### src/rtl/sbox_cfg_loader.sv
// rtl/sbox_cfg_loader.sv - streams 4-bit S-box entries into addressed write strobes
// Full 8x64 table load or single-box reload, with idle timeout and abort.
module sbox_cfg_loader #(
   parameter int TIMEOUT_CYCLES = 255,
   parameter int TO_W           = 16
) (
   input  logic       clk,
   input  logic       rst,
   input  logic       start,
   input  logic       mode_all,
   input  logic [2:0] start_box,
   input  logic       abort,
   input  logic       in_valid,
   input  logic [3:0] in_data,
   output logic       in_ready,
   output logic       edit_sbox,
   output logic [3:0] new_sbox_val,
   output logic [2:0] sbox_sel,
   output logic [1:0] row_sel,
   output logic [3:0] col_sel,
   output logic       busy,
   output logic       done,
   output logic       err
);

   typedef enum logic [1:0] {
      IDLE = 2'd0,
      LOAD = 2'd1,
      DONE = 2'd2,
      ERR  = 2'd3
   } state_t;

   // Counter value seen on the last idle cycle before the timeout fires.
   localparam logic [TO_W-1:0] TO_LAST = TO_W'(TIMEOUT_CYCLES - 1);
   localparam logic [TO_W-1:0] TO_ONE  = TO_W'(1);

   state_t          state, state_nxt;
   logic [8:0]      idx, idx_nxt;
   logic [8:0]      last_idx, last_idx_nxt;
   logic [TO_W-1:0] to_cnt, to_cnt_nxt;
   logic            accept;

   always_comb begin
      state_nxt    = state;
      idx_nxt      = idx;
      last_idx_nxt = last_idx;
      to_cnt_nxt   = to_cnt;
      in_ready     = 1'b0;
      busy         = 1'b0;
      done         = 1'b0;
      err          = 1'b0;
      accept       = 1'b0;
      case (state)
         IDLE: begin
            if (start) begin
               state_nxt    = LOAD;
               idx_nxt      = {(mode_all ? 3'd0 : start_box), 6'd0};
               last_idx_nxt = mode_all ? 9'd511 : {start_box, 6'd63};
               to_cnt_nxt   = '0;
            end
         end
         LOAD: begin
            in_ready = 1'b1;
            busy     = 1'b1;
            accept   = in_valid;
            if (accept) begin
               to_cnt_nxt = '0;
               if (idx == last_idx) begin
                  state_nxt = DONE;
               end else begin
                  idx_nxt = idx + 9'd1;
               end
            end else if (to_cnt == TO_LAST) begin
               state_nxt = ERR;
            end else begin
               to_cnt_nxt = to_cnt + TO_ONE;
            end
            // Abort wins over completion and timeout; the accepted word is still written.
            if (abort) begin
               state_nxt = IDLE;
            end
         end
         DONE: begin
            done      = 1'b1;
            state_nxt = IDLE;
         end
         ERR: begin
            err       = 1'b1;
            state_nxt = IDLE;
         end
         default: state_nxt = IDLE;
      endcase
   end

   always_ff @(posedge clk) begin
      if (rst) begin
         state        <= IDLE;
         idx          <= '0;
         last_idx     <= '0;
         to_cnt       <= '0;
         edit_sbox    <= 1'b0;
         new_sbox_val <= '0;
         sbox_sel     <= '0;
         row_sel      <= '0;
         col_sel      <= '0;
      end else begin
         state     <= state_nxt;
         idx       <= idx_nxt;
         last_idx  <= last_idx_nxt;
         to_cnt    <= to_cnt_nxt;
         edit_sbox <= accept;
         // Address/data hold between strobes so the bank sees a stable bus.
         if (accept) begin
            new_sbox_val <= in_data;
            sbox_sel     <= idx[8:6];
            row_sel      <= idx[5:4];
            col_sel      <= idx[3:0];
         end
      end
   end

endmodule

### config.mk
export PLATFORM = sky130hd
export DESIGN_NAME = sbox_cfg_loader
export DESIGN_NICKNAME = d
export VERILOG_FILES = /design/src/rtl/sbox_cfg_loader.sv
export SDC_FILE = /design/constraint.sdc
export NUM_CORES = 1
export LEC_CHECK = 0
export CAP_MARGIN = 20
export CORE_UTILIZATION = 39
export DETAILED_ROUTE_END_ITERATION = 10
export HOLD_SLACK_MARGIN = 0.05
export PLACE_DENSITY = 0.63
export SYNTH_ARGS = -nofsm -noshare
export SYNTH_HDL_FRONTEND = slang
export SYNTH_SLANG_ARGS = --single-unit
### constraint.sdc
create_clock -name clk -period 1.89 [get_ports clk]
set_input_delay 0.189 -clock clk [delete_from_list [all_inputs] [get_ports clk]]
set_output_delay 0.189 -clock clk [all_outputs]
set_load 0.01 [all_outputs]
Word-level counts from Yosys, hierarchy flattened
Index checks and enable logic that the tools add are counted.
{"block": "totals", "register_bits": 50, "out_inout_bits": 18, "elab_cells": 49}
{"block": "classes", "add_sub_neg": 2, "n_eq_ne": 11, "mux": 20, "n_reduce_logical": 7}
{"cell": "$mux W16", "n": 3}
{"cell": "$mux W9", "n": 4}
{"cell": "$pmux W16 S2", "n": 1}
{"cell": "$pmux W9 S2", "n": 1}
{"cell": "$add A16 B1 Y16 const B", "n": 1}
{"cell": "$eq A16 B8 Y1 const B", "n": 1}
{"cell": "$mux W2", "n": 5}
{"cell": "$add A9 B1 Y9 const B", "n": 1}
{"cell": "$eq A9 B9 Y1", "n": 1}
{"cell": "$ne A4 B4 Y1 const B", "n": 2}
{"cell": "$ne A2 B2 Y1 const B", "n": 3}
{"cell": "$pmux W2 S3", "n": 1}
{"cell": "$reduce_and A3 Y1", "n": 2}
{"cell": "$eq A2 B2 Y1 const B", "n": 2}
{"cell": "$mux W1", "n": 4}
{"cell": "$reduce_and A4 Y1", "n": 1}
{"cell": "$mux W3", "n": 1}
{"cell": "$ne A3 B3 Y1 const B", "n": 1}
{"cell": "$eq A2 B1 Y1 const B", "n": 1}
{"cell": "$logic_not A2 Y1", "n": 1}
{"cell": "$reduce_and A2 Y1", "n": 1}
{"cell": "$reduce_bool A2 Y1", "n": 1}
{"cell": "$reduce_or A2 Y1", "n": 1}

Logic depth before layout (Yosys ltp)
{"block": "logic_depth", "depth_word": 5, "ltp_mapped": 8, "depth_no_buf": 7}

Least setup slack after synthesis
OpenSTA, ideal clock, no wires.
{"block": "synth_path", "kind": "reg2reg", "from": "reg to_cnt[0]", "to": "reg to_cnt[12]", "arrival_time_ns": 1.629, "required_ns": 1.819, "slack_ns": 0.190, "path_stages_with_launch": 8, "n_path_buf": 0, "path_cell_list": "dfxtp_1 -> inv_1 -> ha_1 -> and4b_1 -> a41oi_1 -> nor2_1 -> or3_1 -> a21oi_1"}
{"block": "synth_between", "elab_chain_len": 4}
{"item": "from (decl)", "line_no": "40", "text": "logic [TO_W-1:0] to_cnt, to_cnt_nxt;"}
{"item": "from (signal assigned)", "line_no": "110", "text": "to_cnt <= to_cnt_nxt;"}
{"item": "$add A16 B1 Y16", "line_no": "76", "text": "to_cnt_nxt = to_cnt + TO_ONE;"}
{"item": "$mux W16", "line_no": "73", "text": "end else if (to_cnt == TO_LAST) begin"}
{"item": "$mux W16", "line_no": "66", "text": "if (accept) begin"}
{"item": "$pmux W16 S2", "line_no": "53", "text": "case (state)"}
Several ways; a longest one is shown, not always the timed one. The select of a mux whose other input is x is not followed.
A chain may end at the register's enable or synchronous reset.

Worst setup path in the final report
{"block": "layout_path", "from": "reg to_cnt[0]", "to": "reg to_cnt[7]"}
Same word-level chain as after synthesis.

==> impl_results.md <==
* Vias in the first global route at 1799
* Post-Synthesis Cell Area at 2140 µm²
* Final instance area at 2840 µm²
* Cell Rows at 26
* First-pass GRT wire length at 8470 µm
* Reported max-cap violation count at 0
* Post-synth EDFFs at 0
* LEAKAGE at 0.982 nW
* Run status: finished clean
* Nets at 331
* CTS tree: yes
* Fin crit period at 1.84 ns
* VDD IR-drop max at 0.433 mV
* Hold WS at 0.430 ns
* Worst Setup Start Kind: flop
* Die area at 5780 µm²
* Register area at 905 µm²
* Critical Path Slowest Stage Cell: dfxtp_2
* Die width at 76.0 µm
* Worst Max-Slew Pin Slew at 0.487 ns
* I/O pins at 31
* Hold_buf cts at 0
* Mapped Cells at 262
* Fmax at 544 MHz
* CP endpoint kind: flop
* WP data required at 2.12 ns
* Min-delay worst type: in -> reg
* Design internal power at 1.63 mW
* DRC at 0
* Synth cell types at 49
* Final hold violations at 0
* Crit path max fanout at 6
* Post-route clock period utilization at 0.973
* Initial Util at 0.411
* Final setup viols at 0
* Final WL at 4980 µm
* Via count at 2060
* Antenna diodes at 0
* DRT iter0 DRCs at 63
* Seq pwr share at 0.469
* Worst Setup Slack, final at 0.0515 ns
* Clock network power share at 0.404
* Post-synthesis area per instance at 8.16 µm²
* Skew final at 0.00585 ns
* DP Worst Slack at -0.0314 ns
* Synth Warn # at 0
* Share of layout cells above drive strength 1 at 0.152
* # clock sinks at 45
* Filler instances at 506
* Setup TNS at 0 ns
* Synth-to-Final Area Change at 33.0%
* Most common library cell in the layout ignoring fill and taps: dfxtp_1
* DRT antenna net count at 0
* PortBufs at 30
* Core region area at 5200 µm²
* CP max stage delay at 0.34 ns
* Most frequent cells in the layout: dfxtp_1, nand2_1, clkdlybuf4s50_1, buf_4, a21oi_1
* Comb pwr share at 0.127
* Sw Ratio at 0.230
* Pwr dens at 747 nW/µm²
* Crit path kind: reg -> reg
* WP data arrival at 2.06 ns
* DIE HEIGHT at 76.0 µm
* Clock Tree Buf Depth at 2
* Htree depth at 2
* Flops & latches, synth at 45
* All-Layer GR Usage at 0.181
* Grt ovf at 0
* Final GP Congestion at 0.783
* Dominant synthesized flop cell: dfxtp_1
* Largest net degree at the start of global routing at 27
* Asr flop ratio synth at 0
* Initial antenna violation count at 0
* Post-DP Area at 2660 µm²
* Register area share after synthesis at 0.422
* Vias per cell at 5.34
* Worst reg-to-reg setup slack at 0.05 ns
* Crit path cell chain: inv_1 -> ha_1 -> and4b_1 -> nand4_1 -> a2bb2oi_4 -> buf_4 -> or3_1 -> a21oi_1
* Slew Viols, Final at 0
* Clk root buf: clkbuf_8
* Wire per inst at 12.9 µm
* Net Switching at 488 µW
* Area of the multi-input gates at 1160 µm²
* Post-Syn Nets at 278
* Total CTS buffers at 5
* Clk slew on worst S/H paths at 0.09 ns
* DPL Wire Length at 3470 µm
* Max-slew headroom at 0.667
* Later-pin clock latency in the skew report at 0.30 ns
* First-pass DRT Iterations at 4
[through the flow]
step | total power [mW] | util | cells
2_1_floorplan | 1.16 | - | 262
3_3_place_gp | 1.27 | 0.511 | 375
3_5_place_dp | 1.27 | 0.511 | 375
4_1_cts | 2.13 | 0.538 | 383
5_1_grt | 2.21 | 0.546 | 386
6_report | 2.12 | 0.546 | 386
[logic make-up after synthesis]
logic type / after synthesis / synth area share
muxes: 1 / 0.00468
buffers and inverters: 21 / 0.0445
and+or+nand+nor: 114 / 0.271
adders and majority gates: 3 / 0.0176
xor gates and xnor gates: 11 / 0.0451
DFF: 45 / 0.422
AOI/OAI and AO/OA: 67 / 0.196
[worst paths after layout]
kind              startpoint  depth (start not counted)              end
max                to_cnt[0]                          8        to_cnt[7]
min reg2reg  new_sbox_val[3]                          2  new_sbox_val[3]
max reg2reg        to_cnt[0]                          8        to_cnt[7]
min               in_data[3]                          3  new_sbox_val[3]
[cell type report]
| class | instances | area share |
|---|---|---|
| multi-input combinational | 196 | 0.409 |
| sequential | 45 | 0.318 |
| timing repair buffer | 60 | 0.185 |
| tap | 70 | 0.0308 |
| clock buffer | 5 | 0.0242 |
| clock inverter | 3 | 0.0229 |
| inverter | 7 | 0.0101 |
[Yosys cell counts, types with 2 or more instances]
cell type  number  area (µm²)
and4_1          3        26.3
buf_2           3        15.0
nor2_1         22        82.6
xnor2_1         7        61.3
and2_1          3        18.8
nor4_1          4        25.0
o31ai_1         6        45.0
dfxtp_1        45         901
clkbuf_1        7        26.3
xor2_1          4        35.0
or3_1           6        37.5
nor3_1          7        35.0
inv_1           6        22.5
a21oi_1        28         140
nand3_1         8        40.0
nand2_1        37         139
o211ai_1        2        15.0
a211oi_1        3        22.5
nand4_1         6        37.5
nor3b_1         2        15.0
a21boi_0        6        45.0
or4_1           7        52.6
ha_1            3        37.5
o21ai_0        12        60.1
[timing repair]
item	4_1_cts	5_1_grt
setup buffers	0	3
pin swaps	0	3
setup endpoints to repair	1	7
gates resized for setup	1	7
[power groups by stage]
stage                     Combinational [mW]  Clock [mW]  Sequential [mW]
after detailed placement               0.256           0             1.02
after global routing                   0.301       0.912            0.999
after global placement                 0.256           0             1.02
final                                  0.269       0.858            0.995
after floorplan                        0.137           0             1.02
after CTS                              0.259       0.877            0.994
[worst max-delay path, delay by kind of cell (launching register included)]
kind            cells  cell delay [ns]
buf+inv             2             0.22
compound gates      2             0.28
flops               1             0.34
fa+ha+maj           1             0.21
simple gates        3             0.70
[flip-flops by register name (all words and copies together), names as in the netlist]
name / cells
col_sel: 4
to_cnt: 16
idx: 9
edit_sbox: 1
last_idx: 4
state: 2
row_sel: 2
new_sbox_val: 4
sbox_sel: 3
[per-layer routing]
layer / wire, µm / up-vias / track usage
li1: - / 1052 / -
met1: 2530 / 944 / 0.255
met2: 2120 / 54 / 0.271
met3: 255 / 10 / 0.0395
met4: 78 / 0 / 0.0673
met5: 0 / - / 0
Power figures use the tool's default switching activity.
